**config.mk**
```make
export PLATFORM = sky130hd
export DESIGN_NAME = alu_ctrl
export DESIGN_NICKNAME = d
export VERILOG_FILES = /design/src/rtl/alu_ctrl_pkg.sv /design/src/rtl/alu_op_decode.sv /design/src/rtl/alu_ctrl.sv
export SDC_FILE = /design/constraint.sdc
export NUM_CORES = 1
export LEC_CHECK = 0
export ABC_AREA = 1
export CAP_MARGIN = 25
export CORE_ASPECT_RATIO = 0.5
export CORE_MARGIN = 2
export CORE_UTILIZATION = 43
export CTS_CLUSTER_SIZE = 40
export DETAILED_ROUTE_END_ITERATION = 8
export GPL_TIMING_DRIVEN = 0
export PLACE_DENSITY_LB_ADDON = 0.3
export SYNTH_ARGS = -nofsm -noshare
export SYNTH_HDL_FRONTEND = slang
export SYNTH_SLANG_ARGS = --single-unit
export TNS_END_PERCENT = 20
```
**constraint.sdc**
```tcl
create_clock -name clk -period 2.2 [get_ports clk]
set_clock_uncertainty 0.1 [all_clocks]
set_input_delay 0.33 -clock clk [delete_from_list [all_inputs] [get_ports clk]]
set_output_delay 0.33 -clock clk [all_outputs]
set_load 0.02 [all_outputs]
```
**src/rtl/alu_ctrl_pkg.sv**
```systemverilog
// Shared constants for the ALU sequencer: opcodes, FSM states and the
// per-operation ALU control tuples.
package alu_ctrl_pkg;

  localparam logic [3:0] OpNop  = 4'h0;
  localparam logic [3:0] OpLdi  = 4'h1;
  localparam logic [3:0] OpAnd  = 4'h2;
  localparam logic [3:0] OpNand = 4'h3;
  localparam logic [3:0] OpOr   = 4'h4;
  localparam logic [3:0] OpNor  = 4'h5;
  localparam logic [3:0] OpXor  = 4'h6;
  localparam logic [3:0] OpXnor = 4'h7;
  localparam logic [3:0] OpAdd  = 4'h8;
  localparam logic [3:0] OpSub  = 4'h9;
  localparam logic [3:0] OpAdc  = 4'hA;
  localparam logic [3:0] OpShr  = 4'hB;
  localparam logic [3:0] OpShl  = 4'hC;

  localparam logic [1:0] StIdle  = 2'd0;
  localparam logic [1:0] StIssue = 2'd1;
  localparam logic [1:0] StWait  = 2'd2;
  localparam logic [1:0] StWb    = 2'd3;

  typedef struct packed {
    logic [2:0] opsel;
    logic       a_inv;
    logic       x_inv;
    logic       op_inv;
  } alu_ctrl_t;

  localparam alu_ctrl_t CtrlNone = '{opsel: 3'd0, a_inv: 1'b0, x_inv: 1'b0, op_inv: 1'b0};
  localparam alu_ctrl_t CtrlAnd  = '{opsel: 3'd0, a_inv: 1'b0, x_inv: 1'b0, op_inv: 1'b0};
  localparam alu_ctrl_t CtrlNand = '{opsel: 3'd0, a_inv: 1'b0, x_inv: 1'b0, op_inv: 1'b1};
  localparam alu_ctrl_t CtrlOr   = '{opsel: 3'd0, a_inv: 1'b1, x_inv: 1'b1, op_inv: 1'b1};
  localparam alu_ctrl_t CtrlNor  = '{opsel: 3'd0, a_inv: 1'b1, x_inv: 1'b1, op_inv: 1'b0};
  localparam alu_ctrl_t CtrlXor  = '{opsel: 3'd1, a_inv: 1'b0, x_inv: 1'b0, op_inv: 1'b0};
  localparam alu_ctrl_t CtrlXnor = '{opsel: 3'd1, a_inv: 1'b0, x_inv: 1'b0, op_inv: 1'b1};
  localparam alu_ctrl_t CtrlAdd  = '{opsel: 3'd2, a_inv: 1'b0, x_inv: 1'b0, op_inv: 1'b0};
  localparam alu_ctrl_t CtrlSub  = '{opsel: 3'd2, a_inv: 1'b0, x_inv: 1'b1, op_inv: 1'b1};
  localparam alu_ctrl_t CtrlShr  = '{opsel: 3'd3, a_inv: 1'b0, x_inv: 1'b0, op_inv: 1'b1};
  localparam alu_ctrl_t CtrlShl  = '{opsel: 3'd2, a_inv: 1'b0, x_inv: 1'b0, op_inv: 1'b1};

endpackage

```
**src/rtl/alu_op_decode.sv**
```systemverilog
// Combinational opcode decoder: ALU control tuple plus classification of the
// opcode as ALU op, load-immediate or illegal.
module alu_op_decode
  import alu_ctrl_pkg::*;
(
  input  logic [3:0] op,
  output alu_ctrl_t  ctrl,
  output logic       is_alu,
  output logic       is_ldi,
  output logic       is_illegal,
  output logic       use_carry,
  output logic       x_from_acc
);

  always_comb begin
    ctrl       = CtrlNone;
    is_alu     = 1'b1;
    is_ldi     = 1'b0;
    is_illegal = 1'b0;
    use_carry  = 1'b0;
    x_from_acc = 1'b0;
    case (op)
      OpNop:  is_alu = 1'b0;
      OpLdi: begin
        is_alu = 1'b0;
        is_ldi = 1'b1;
      end
      OpAnd:  ctrl = CtrlAnd;
      OpNand: ctrl = CtrlNand;
      OpOr:   ctrl = CtrlOr;
      OpNor:  ctrl = CtrlNor;
      OpXor:  ctrl = CtrlXor;
      OpXnor: ctrl = CtrlXnor;
      OpAdd:  ctrl = CtrlAdd;
      OpSub:  ctrl = CtrlSub;
      OpAdc: begin
        ctrl      = CtrlAdd;
        use_carry = 1'b1;
      end
      OpShr:  ctrl = CtrlShr;
      OpShl: begin
        // Shift left is acc + acc, so the X operand is the accumulator.
        ctrl       = CtrlShl;
        x_from_acc = 1'b1;
      end
      default: begin
        is_alu     = 1'b0;
        is_illegal = 1'b1;
      end
    endcase
  end

endmodule

```
**src/rtl/alu_ctrl.sv**
```systemverilog
// Instruction sequencer driving an external registered ALU: accepts one
// instruction at a time and writes the ALU result back into the accumulator.
module alu_ctrl
  import alu_ctrl_pkg::*;
#(
  parameter int unsigned CARRY_IDX = 0
) (
  input  logic       clk,
  input  logic       rst,
  input  logic       instr_valid,
  input  logic [3:0] instr_op,
  input  logic [7:0] instr_imm,
  output logic       instr_ready,
  output logic [7:0] alu_a,
  output logic [7:0] alu_x,
  output logic [2:0] alu_opsel,
  output logic       alu_a_inv,
  output logic       alu_x_inv,
  output logic       alu_op_inv,
  output logic       alu_carry,
  input  logic [7:0] alu_z,
  input  logic [7:0] alu_flags,
  output logic [7:0] acc,
  output logic [7:0] flags_q,
  output logic       done,
  output logic       illegal
);

  localparam logic [2:0] CarryBit = 3'(CARRY_IDX);

  logic [1:0] state_q, state_d;
  logic [3:0] op_q;
  logic [7:0] imm_q;
  logic       done_q;
  logic       accept;
  logic       active;

  logic [3:0] dec_op;
  alu_ctrl_t  dec_ctrl;
  logic       dec_alu, dec_ldi, dec_illegal, dec_carry, dec_x_acc;

  // In IDLE the decoder classifies the offered opcode; otherwise it holds the latched one.
  assign dec_op = (state_q == StIdle) ? instr_op : op_q;

  alu_op_decode u_decode (
    .op         (dec_op),
    .ctrl       (dec_ctrl),
    .is_alu     (dec_alu),
    .is_ldi     (dec_ldi),
    .is_illegal (dec_illegal),
    .use_carry  (dec_carry),
    .x_from_acc (dec_x_acc)
  );

  assign instr_ready = (state_q == StIdle) && !rst;
  assign accept      = instr_valid && instr_ready;
  assign active      = (state_q == StIssue) || (state_q == StWait);
  assign done        = done_q || (state_q == StWb);

  always_comb begin
    state_d = state_q;
    case (state_q)
      StIdle:  if (accept && dec_alu) state_d = StIssue;
      StIssue: state_d = StWait;
      StWait:  state_d = StWb;
      default: state_d = StIdle;
    endcase
  end

  always_ff @(posedge clk) begin
    if (rst) begin
      state_q <= StIdle;
      op_q    <= 4'd0;
      imm_q   <= 8'd0;
      acc     <= 8'd0;
      flags_q <= 8'd0;
      done_q  <= 1'b0;
      illegal <= 1'b0;
    end else begin
      state_q <= state_d;
      done_q  <= accept && !dec_alu;
      if (accept) begin
        op_q  <= instr_op;
        imm_q <= instr_imm;
      end
      if (accept && dec_ldi) acc <= instr_imm;
      if (accept && dec_illegal) illegal <= 1'b1;
      if (state_q == StWb) begin
        acc     <= alu_z;
        flags_q <= alu_flags;
      end
    end
  end

  always_comb begin
    alu_a      = acc;
    alu_x      = imm_q;
    alu_opsel  = 3'd0;
    alu_a_inv  = 1'b0;
    alu_x_inv  = 1'b0;
    alu_op_inv = 1'b0;
    alu_carry  = 1'b0;
    if (active) begin
      alu_opsel  = dec_ctrl.opsel;
      alu_a_inv  = dec_ctrl.a_inv;
      alu_x_inv  = dec_ctrl.x_inv;
      alu_op_inv = dec_ctrl.op_inv;
      alu_carry  = dec_carry && flags_q[CarryBit];
      if (dec_x_acc) alu_x = acc;
    end
  end

endmodule

```
==> results of run 1 <==
cells by family (layout without fill, tap and decap cells):
logic type	count (synthesis)	count (layout)	synth area share
simple gates	115	115	0.3156
compound gates	48	48	0.1553
other cells	1	1	0.002126
buf+inv	51	141	0.1425
flops	32	32	0.3631
fa+ha+maj	3	3	0.02128
Yosys cell counts:
library cell,number
a21oi_2,2
inv_2,1
buf_1,1
nand4_4,1
o21ai_2,6
a21oi_1,13
clkbuf_1,5
buf_2,3
o22ai_1,1
o21a_1,1
nand2_1,49
nand2_4,5
nand2_2,5
buf_6,2
inv_8,1
or2_2,1
nor3_1,1
buf_4,9
nor2_1,25
nor2_4,3
o21ai_0,25
conb_1,1
dfxtp_1,32
nand3_1,25
ha_1,3
inv_1,29
layout by cell type (no fill, tap or decap), types with 2 or more instances in the layout:
master,Yosys,final
a21oi_1,13,12
a21oi_2,2,2
nor2_4,3,6
nand2_4,5,9
clkbuf_8,0,5
buf_6,2,10
nand2_1,49,40
dfxtp_1,32,30
inv_2,1,3
inv_1,29,27
o21ai_0,25,24
nor2_1,25,22
nand3_1,25,25
ha_1,3,2
o21ai_2,6,6
nand2_2,5,10
clkdlybuf4s50_1,0,56
buf_4,9,23
clkbuf_1,5,5
dfxtp_2,0,2
buf_2,3,4
layout make-up:
type	instances	area, µm²	area share
multi-input combinational	167	983.4	0.3438
timing repair buffer	85	843.3	0.2948
sequential	32	643.1	0.2248
inverter	31	123.9	0.04331
buffer	18	121.4	0.04243
clock buffer	6	72.57	0.02537
tap	54	67.56	0.02362
clock inverter	1	5.005	0.001750
sequential cells by signal, summed over array words and instances, names as in the netlist:
signal,count
acc,8
flags_q,8
imm_q,8
illegal,1
op_q,4
done_q,1
state_q,2
routing by layer:
| metal | track usage | vias up | part of all wire |
|---|---|---|---|
| li1 | - | 964 | - |
| met1 | 0.2803 | 924 | 0.41 |
| met2 | 0.4560 | 80 | 0.51 |
| met3 | 0.06955 | 12 | 0.065 |
| met4 | 0.05072 | 0 | 0.016 |
| met5 | 0 | - | 0 |
worst paths after layout:
path	depth (start not counted)	end
worst max register to register	11	acc[5]
worst min register to register	2	imm_q[5]
worst min-delay path	2	imm_q[5]
worst max-delay path	11	alu_x[7]
power groups by stage:
stage               registers [mW]  logic [mW]  clock network (mW)
floorplan                    0.786       0.814                   0
global placement             0.742        1.27                   0
detailed placement           0.747        1.32                   0
CTS                          0.746        1.52               0.426
global route                 0.762        1.78               0.453
finish                       0.749        1.67               0.430
stage by stage:
stage                     TNS, ps  utilization  instances
after floorplan                 0            -        250
after global placement      -5397       0.6480        375
after detailed placement    -6081       0.6480        375
after CTS                   -1152       0.7130        391
after global routing        -2260       0.7290        394
final                       -1172       0.7290        394
timing repair:
| item | in CTS | in global routing |
|---|---|---|
| buffers inserted | 9 | 4 |
| resized for setup | 105 | 13 |
| endpoints found under the setup margin | 15 | 15 |
| pin swaps | 4 | 6 |
| cloned | 1 | 0 |
worst min-delay path: stages (launching register included):
cell and delay, ps:
dfxtp_1 300, inv_1 70, a21oi_1 60
==> qor.csv, run 1 <==
metric,value,unit
P&R area growth vs syn,62.13,%
Max-Cap Viols,0,
hold path start,imm_q[5],
drt first-iter violations,121,
# H-tree levels,2,
Setup CP Type,flip-flop to output pin,
Setup Viol. Count Final,10,
cell taking the most area after synthesis,dfxtp_1,
Die X,94.59,µm
Max rail drop VDD,0.0008112,V
WL/cell,13.99,µm
Placed Instance Area,0.002542,mm²
Final Hold Fails,0,
Max stage delay on crit path,340,ps
Syn Inst Count,250,
Clock power frac,0.151,
Mapped Nets,284,
Worst setup EP type,output pin,
failing checks,negative setup slack,
FF-to-FF Start,state_q[1],
RSZ-0062 raised after global routing,true,
CTS root buffer,clkbuf_8,
startpoint types,flip-flop,
"Distinct cells, synth",26,
Internal,1.639,mW
total clock sinks,32,
# nets final,374,
critical path's top delay family,simple AND/OR/NAND/NOR gates,
Hold Worst Slack,377.6,ps
n_diodes,0,
#FFs+latches synth,32,
final instance area,0.002860,mm²
# DRC,0,
crit share post-route,1.070,
Worst Hold Class,flip-flop to flip-flop,
crit path cell chain,inv_2 -> ha_4 -> inv_8 -> nand2_4 -> nand2_4 -> nor2_4 -> nand4_4 -> buf_8 -> nor2_4 -> a21oi_4 -> buf_6,
sw frac,0.4256,
share of layout cells above drive strength 1,0.2735,
fin crit period,2353,ps
CTS tree,built,
Vias,1980,
Bufs on Longest Clock Path,2,
"slowest stage cell, crit path",dfxtp_2,
post-layout power,2.854,mW
IO buf count,71,
antenna violations before repair,0,
GRT overflow,0,
Hold Buf Count CTS,0,
top post-synthesis cells by area,"dfxtp_1 (36%), nand2_1 (10%), nand3_1 (7.1%), o21ai_0 (7.1%), inv_1 (6.2%)",
Syn. warnings,0,
Synth top area share,0.3631,
num ports,73,
Routed Antenna Nets,0,
die height,49.29,µm
Final HPWL DP,3694,µm
clk_lat worst skew,280,ps
die area,0.004662,mm²
first-pass GRT wire length,8928,µm
Cell Pwr Density,997.7,mW/mm²
largest net degree at the start of global routing,15,
mapped cell area,0.001764,mm²
net switching power,1.215,mW
final wirelength,5512,µm
fmax,424.9,MHz
Core Area,0.003924,mm²
GP Congestion,0.7906,
Reg2Reg Setup Slack,300,ps
Seq pwr share,0.263,
Lkg Pwr,1.230,nW
final worst setup slack,-153.2,ps
sequential area share after synthesis,0.3631,
Setup crit start,state_q[1],
combinational share of power,0.587,
Syn Area/Cell,7.057,µm²
drt first pass iters,4,
FP Rows,16,
Crit path buffers/inverters,4,
Worst Path Arrival,1920,ps
worst-path fanout max,7,
fill count,306,
CTS clock-pin slew for the worst setup and hold paths,70,ps
Vias/cell,5.025,
Initial Util,0.4496,
post-place setup slack,-570.6,ps
Tot GR Track Use,0.2450,
max-slew violation count,0,
vias in the first global route,1967,
slew margin rel.,0.6381,
Inserted Clock Buffers,5,
status,finished with violations,
Crit path required time,1770,ps
Worst Max-Slew Pin Slew,542.9,ps
(Power assumes the default switching activity.)
==> run 2: changes to the inputs <==
PLACE_DENSITY = 0.89   (was not set)
PLACE_DENSITY_LB_ADDON = not set   (was 0.3)
==> qor.csv, run 2 (synthesis results as in run 1) <==
metric,value,unit
"commonest non-fill, non-tap cell in the layout",clkdlybuf4s50_1,
Setup Viol. Count Final,10,
CTS root buffer,clkbuf_8,
Crit path required time,1770,ps
reg2reg end,imm_q[4],
Worst setup EP type,output pin,
RSZ-0062 raised after global routing,true,
startpoint types,flip-flop,
Core Area,0.003924,mm²
Inserted Clock Buffers,5,
Setup crit start,state_q[1],
die area,0.004662,mm²
Cell Pwr Density,989.0,mW/mm²
Worst Max-Slew Pin Slew,579.2,ps
share of layout cells above drive strength 1,0.2478,
WL/cell,14.35,µm
fmax,424.5,MHz
n_diodes,0,
crit share post-route,1.071,
antenna violations before repair,0,
drt first-iter violations,124,
Setup CP Type,flip-flop to output pin,
worst-path fanout max,6,
die height,49.29,µm
# DRC,0,
Die X,94.59,µm
total clock sinks,32,
first-pass GRT wire length,8790,µm
final wirelength,5583,µm
Reg2Reg Setup Slack,260,ps
num ports,73,
Routed Antenna Nets,0,
# H-tree levels,2,
vias in the first global route,1981,
P&R area growth vs syn,58.16,%
Vias/cell,5.121,
FF-to-FF Start,state_q[1],
Worst Hold Class,flip-flop to flip-flop,
drt first pass iters,4,
Final HPWL DP,3739,µm
final worst setup slack,-155.9,ps
Hold Worst Slack,371.2,ps
Top Registers,"acc: 8 flops, flags_q: 8 flops, imm_q: 8 flops",
FP Rows,16,
max-slew violation count,0,
post-layout power,2.759,mW
r2r worst-path depth,8,
post-place setup slack,-527.3,ps
Vias,1992,
Max rail drop VDD,0.0006186,V
Final Hold Fails,0,
# nets final,369,
Initial Util,0.4496,
Hold Buf Count CTS,0,
Worst Path Arrival,1930,ps
largest net degree at the start of global routing,15,
IO buf count,71,
"commonest cells after routing, fill and taps aside","clkdlybuf4s50_1 (56), nand2_1 (43), dfxtp_1 (30)",
GRT overflow,0,
status,finished with violations,
fin crit period,2356,ps
crit path capture,alu_x[5],
Tot GR Track Use,0.2416,
CTS tree,built,
clk_lat worst skew,280,ps
CTS clock-pin slew for the worst setup and hold paths,60,ps
Lkg Pwr,1.205,nW
failing checks,negative setup slack,
slew margin rel.,0.6139,
Bufs on Longest Clock Path,2,
Max-Cap Viols,0,
GP Congestion,0.7663,
[run 2: changes by cell type in the layout (fill, tap and decap cells not counted), sizes merged]
| cell | previous run | this run |
|---|---|---|
| clkinv | 1 | 0 |
| buf | 40 | 35 |
| clkbuf | 11 | 13 |
| clkdlybuf4s15 | 1 | 0 |
[run 2: per-stage QoR]
| step | TNS (ps) | utilization | instances | cell area [µm²] |
|---|---|---|---|---|
| after floorplan | 0 | - | 250 | 1764 |
| after CTS | -1269 | 0.7070 | 390 | 2774 |
| after detailed placement | -5760 | 0.6480 | 375 | 2542 |
| after global placement | -5188 | 0.6480 | 375 | 2542 |
| after global routing | -2184 | 0.7111 | 389 | 2790 |
| final | -1213 | 0.7111 | 389 | 2790 |
[run 2: how the worst min path moves through the flow]
stage	from	endpoint	slack [ps]	cells past startpoint
final	illegal	illegal	370	1
after CTS	illegal	illegal	380	1
after global placement	illegal	illegal	350	1
after detailed placement	illegal	illegal	360	1
after global routing	illegal	illegal	390	1
after floorplan	instr_imm[6]	imm_q[6]	340	2
[run 2: timing repair]
item                                    CTS  global route
pin swaps                                 3             5
buffers inserted                          8             0
gates cloned                              1             0
resized for setup                        94            11
endpoints found under the setup margin   15            15
[run 2: power by group]
part | switching [mW] | internal (mW) | total, mW
Clock | 0.204 | 0.278 | 0.482
Combinational | 0.878 | 0.649 | 1.53
Sequential | 0.0676 | 0.682 | 0.750
Total | 1.15 | 1.61 | 2.76
[run 2: area by class of cell]
type | count | area (µm²)
inverters | 31 | 123.9
fillers | 283 | 1134
plain buffers | 18 | 116.4
clock buffers | 7 | 96.34
multi-input cells | 167 | 950.9
well taps | 54 | 67.56
flip-flops and latches | 32 | 643.1
repair buffers | 80 | 792.0
[run 2: layer usage]
layer  routed length (µm)  up-vias  GRT usage  part of all wire
met5                    0        -          0                 0
li1                     -      949          -                 -
met4                  109        0     0.1208             0.020
met2                 2905       67     0.4369              0.52
met3                  343       15    0.05564             0.061
met1                 2225      961     0.2669              0.40
[run 2: worst max-delay path, stage by stage (launching register included)]
cell	delay [ps]
dfxtp_2	330
inv_2	80
ha_4	220
inv_8	60
nand2_4	70
nand2_4	80
nor2_4	150
nand4_4	170
clkbuf_16	220
a21oi_2	120
buf_4	150
==> run 3: changes to the inputs <==
CORE_ASPECT_RATIO = 0.8   (was 0.5)
PLACE_DENSITY = 0.84   (was 0.89)
==> qor.csv, run 3 (synthesis results as in run 1) <==
metric,value,unit
Crit path buffers/inverters,4,
CTS root buffer,clkbuf_8,
FF-to-FF Start,state_q[1],
clk_lat worst skew,290,ps
Max stage delay on crit path,340,ps
Initial Util,0.4548,
Tot GR Track Use,0.2394,
# nets final,373,
die area,0.004634,mm²
Final Hold Fails,0,
final worst setup slack,-211.4,ps
final instance area,0.002841,mm²
n_diodes,0,
Placed Instance Area,0.002544,mm²
startpoint types,flip-flop,
Max-Cap Viols,0,
hold path start,imm_q[6],
antenna violations before repair,0,
"commonest non-fill, non-tap cell in the layout",clkdlybuf4s50_1,
Worst Max-Slew Pin Slew,584.8,ps
CTS clock-pin slew for the worst setup and hold paths,70,ps
Routed Antenna Nets,0,
met1 usage,0.2897,
Worst Hold Class,flip-flop to flip-flop,
Final HPWL DP,3451,µm
Core Area,0.003879,mm²
GRT met3 Usage,0.09165,
P&R area growth vs syn,61.06,%
"commonest cells after routing, fill and taps aside","clkdlybuf4s50_1 (56), nand2_1 (41), dfxtp_1 (30)",
critical path's top delay family,buffers and inverters,
Cell Pwr Density,988.2,mW/mm²
CP most frequent cell,nand2_4,
Lkg Pwr,1.237,nW
drt first pass iters,5,
Worst Path Arrival,1980,ps
drt first-iter violations,109,
Max rail drop VDD,0.0005491,V
failing checks,negative setup slack,
r2r worst-path depth,8,
# DRC,0,
Top Registers,"acc: 8 flops, flags_q: 8 flops, imm_q: 8 flops",
IO buf count,71,
Vias,1941,
Die X,75.62,µm
Setup crit start,state_q[1],
fmax,414.7,MHz
vias in the first global route,1844,
WL/cell,13.55,µm
crit share post-route,1.096,
global routing's busiest layer,met2,
num ports,73,
Inserted Clock Buffers,5,
status,finished with violations,
Setup CP Type,flip-flop to output pin,
die height,61.29,µm
worst-path fanout max,6,
RSZ-0062 raised after global routing,true,
largest net degree at the start of global routing,15,
CTS tree,built,
FP Rows,20,
first-pass GRT wire length,8162,µm
Vias/cell,4.914,
"slowest stage cell, crit path",dfxtp_2,
total clock sinks,32,
Finished Layout Cells,395,
Worst setup EP type,output pin,
GRT overflow,0,
Reg2Reg Setup Slack,300,ps
Crit path required time,1770,ps
Setup Viol. Count Final,12,
GR Layer Usage met2,0.3975,
fin crit period,2411,ps
GP Congestion,0.8362,
Bufs on Longest Clock Path,2,
Hold Buf Count CTS,0,
post-layout power,2.808,mW
final wirelength,5354,µm
# H-tree levels,2,
max-slew violation count,0,
Crit. path cell count,10,
worst hold path cell count,2,
crit path cell chain,inv_2 -> ha_4 -> inv_8 -> nand2_4 -> nand2_4 -> nor2_4 -> nand4_4 -> clkbuf_16 -> o21ai_2 -> buf_6,
slew margin rel.,0.6102,
placed cells,376,
share of layout cells above drive strength 1,0.2676,
## run 3: metal layers
metal | up-vias | routed length, µm
met5 | - | 0
met3 | 13 | 434
li1 | 958 | -
met4 | 0 | 80
met1 | 887 | 2239
met2 | 83 | 2599
## run 3: layout make-up
| cell class | count | area, µm² |
|---|---|---|
| Multi-Input combinational cell | 167 | 963.4 |
| Clock buffer | 6 | 82.58 |
| Buffer | 18 | 116.4 |
| Timing Repair Buffer | 84 | 833.3 |
| Fill cell | 293 | 1037 |
| Tap cell | 55 | 68.82 |
| Inverter | 31 | 123.9 |
| Sequential cell | 32 | 643.1 |
| Clock inverter | 2 | 10.01 |
## run 3: through the flow
stage / hold WS, ps / TNS, ps / worst slack (ps) / util
floorplan: 340.5 / 0 / 189.1 / -
global placement: 351.7 / -5485 / -538.6 / 0.6558
detailed placement: 357.3 / -6032 / -583.3 / 0.6558
CTS: 367.2 / -1510 / -152.7 / 0.7135
global route: 407.9 / -2918 / -284.6 / 0.7326
finish: 365.6 / -1730 / -211.4 / 0.7326
## run 3: final timing paths
path | to
worst min-delay path | imm_q[6]
worst max register to register | op_q[0]
worst max-delay path | alu_x[2]
worst min register to register | imm_q[6]
## run 3: worst min-delay path: cells and delay by family (launching register included)
family / cells / cell delay, ps
DFF: 1 / 310
and+or+nand+nor: 2 / 110
## run 3: where the power goes
group	total (mW)	switching (mW)	internal (mW)	leakage (nW)
Combinational	1.59	0.888	0.698	0.924
Clock	0.474	0.225	0.249	0.0510
Sequential	0.748	0.0663	0.682	0.262
## run 3: what timing repair did
action	in CTS	in global routing
pin swaps	4	3
endpoints found under the setup margin	15	15
buffers inserted	6	6
hold endpoints to repair	0	0
gates cloned	1	0
gates resized for setup	92	20
==> RTL edit (flow settings as in run 3) <==
Make the reset (`rst`) asynchronous in one clocked block.
--- a/src/rtl/alu_ctrl.sv
+++ b/src/rtl/alu_ctrl.sv
@@ -68,5 +68,5 @@
   end
 
-  always_ff @(posedge clk) begin
+  always_ff @(posedge clk or posedge rst) begin
     if (rst) begin
       state_q <= StIdle;
Behaviour: differs if rst is asserted again (counterexample within 4 cycles, from zero or initial values and one cycle with rst high); with rst held inactive, the same outputs for 10 cycles.
==> RTL edit against run 3 <==
The run still ends with negative setup slack left; cell area rose by 1.8%; register-to-register slack better by 120 ps; critical path depth grew 2; worst hold slack worse by 72 ps; routed wire length shrank 11%; non-clock buffer count is 7 lower; synthesized area up 3.4%; worst setup slack better by 110 ps; fmax grew 4.7%; first-iteration DRC count shrank 35%; synthesized cell count fell by 4.0%; sequential cell count did not move; critical endpoint is now alu_x[0]; largest cell class is now buffers.
Power is not compared: it rests on default switching activity, and its combinational part moved more than twofold at a synthesized area within 25%.
==> RTL edit: results (changes against run 3) <==
----------------------------------------------------
[Outcome]
  Result of the run ... finished, violations left (unchanged)
  Violated checks ... negative setup slack (unchanged)

[Placed design]
  Worst Setup Slack post-DPL ... -621 ps (was -583 ps)
  Placed instance count ... 369 (was 376)
  Placed cell areas ... 2630 sq um (was 2540 sq um)
  HPWL Detailed ... 3360 microns (was 3450 microns)
  Routability cong. ... 0.866 (was 0.836)

[STA]
  Final count of negative-setup-slack endpoints ... 11 (was 12)
  Post-layout worst setup margin ... -103 ps (was -211 ps)

[Routing]
  Number of vias after detailed routing ... 1,803 (was 1,941)
  Post-Route M1 WL ... 2090 microns (was 2240 microns)
  First-pass DRT Iterations ... 4 (was 5)
  Met2 layer wire length in the routed design ... 2350 microns (was 2600 microns)
  Via density per instance ... 4.71 (was 4.91)
  Detailed-route wire length per cell ... 12.5 microns (was 13.6 microns)
  Met3 WL ... 290 microns (was 434 microns)

[Synth]
  Share of synthesized area occupied by flip-flops and latches ... 43.9% (was 36.3%)
  Number of instances in the synthesized netlist ... 240 (was 250)
  Dominant cells by area after synthesis ... sky130_fd_sc_hd__dfrtp_1 44%, sky130_fd_sc_hd__nand2_1 17%, sky130_fd_sc_hd__inv_1 6.0% (was sky130_fd_sc_hd__dfxtp_1 36%, sky130_fd_sc_hd__nand2_1 10%, sky130_fd_sc_hd__nand3_1 7.1%)
  Distinct cell type count after synthesis ... 27 (was 26)
  Complex-gate fraction of the synthesized area ... 14.4% (was 15.5%)
  Most instantiated cells after synthesis ... 84 x sky130_fd_sc_hd__nand2_1, 32 x sky130_fd_sc_hd__dfrtp_1, 29 x sky130_fd_sc_hd__inv_1, 20 x sky130_fd_sc_hd__o21ai_1, 13 x sky130_fd_sc_hd__o21ai_0 (was 49 x sky130_fd_sc_hd__nand2_1, 32 x sky130_fd_sc_hd__dfxtp_1, 29 x sky130_fd_sc_hd__inv_1)
  Share of synthesized flip-flops with an asynchronous set or reset ... 100% (was 0%)
  Adder-cell area share of the yosys netlist ... 2.06% (was 2.13%)
  Post-Synthesis Net Count ... 274 (was 284)

[Critical path]
  Largest fanout on the critical path ... 7 (was 6)
  Cell type of the slowest stage on the worst timing path ... sky130_fd_sc_hd__dfrtp_1 (was sky130_fd_sc_hd__dfxtp_2)

[Worst hold path]
  Class of the most critical hold timing path ... in2async (was reg2reg)

[Global routing]
  Maximum number of pins on one net before global-route repair ... 22 (was 15)
  GRT Util Overall ... 20.6% (was 23.9%)
  Global-route wire length before repair ... 7960 microns (was 8160 microns)

[Final layout]
  Final-stage net count ... 359 (was 373)
  Fraction of layout instances using a drive strength above 1 ... 27.3% (was 26.8%)

[CTS]
  Insertion delay of the later-clocked pin in the worst-skew pair ... roughly 280 ps

----------------------------------------------------
[RTL edit: worst paths after layout]
| check | cells past startpoint | end | slack [ps] | startpoint |
|---|---|---|---|---|
| setup / recovery | 12 | alu_x[0] | -100 | state_q[0] |
| hold / removal | 2 | op_q[3] | 290 | rst |
| setup reg to reg | 11 | acc[2] | 420 | state_q[1] |
| hold reg to reg | 2 | flags_q[3] | 370 | flags_q[3] |
| max in group asynchronous | 3 | state_q[0] | 1320 | rst |
| min in group clk | 2 | flags_q[3] | 370 | flags_q[3] |
[RTL edit: timing repair]
action | in CTS | in global routing
setup endpoints to repair | 16 | 26
gates resized for setup | 89 | 26
pin swaps | 2 | 2
setup buffers | 5 | 2
[RTL edit: kinds of logic (layout without fill, tap and decap cells)]
group,count (synthesis),in the layout
flops,32,32
buf+inv,50,136
simple gates,108,108
other cells,1,1
compound gates,46,46
fa+ha+maj,3,3
[RTL edit: layer usage]
layer | up-vias | GRT usage (%)
met5 | - | 0
met4 | 0 | 5.45
met1 | 831 | 27.3
li1 | 906 | -
met3 | 5 | 5.09
met2 | 61 | 34.0
[RTL edit: cell type report]
class	count	area [sq um]
fillers	317	1230
multi-input cells	158	888
flip-flops and latches	32	801
repair buffers	79	768
plain buffers	16	140
inverters	33	130
clock buffers	6	82.6
well taps	57	71.3
clock inverters	2	10.0
[RTL edit: power groups by stage]
| stage | registers, mW | logic, mW | clock network, mW |
|---|---|---|---|
| after floorplan | 1.20 | 1.63 | 0 |
| after global placement | 1.03 | 2.87 | 0 |
| after detailed placement | 1.04 | 2.92 | 0 |
| after CTS | 1.04 | 3.10 | 0.464 |
| after global routing | 1.07 | 3.56 | 0.495 |
| final | 1.03 | 3.30 | 0.458 |
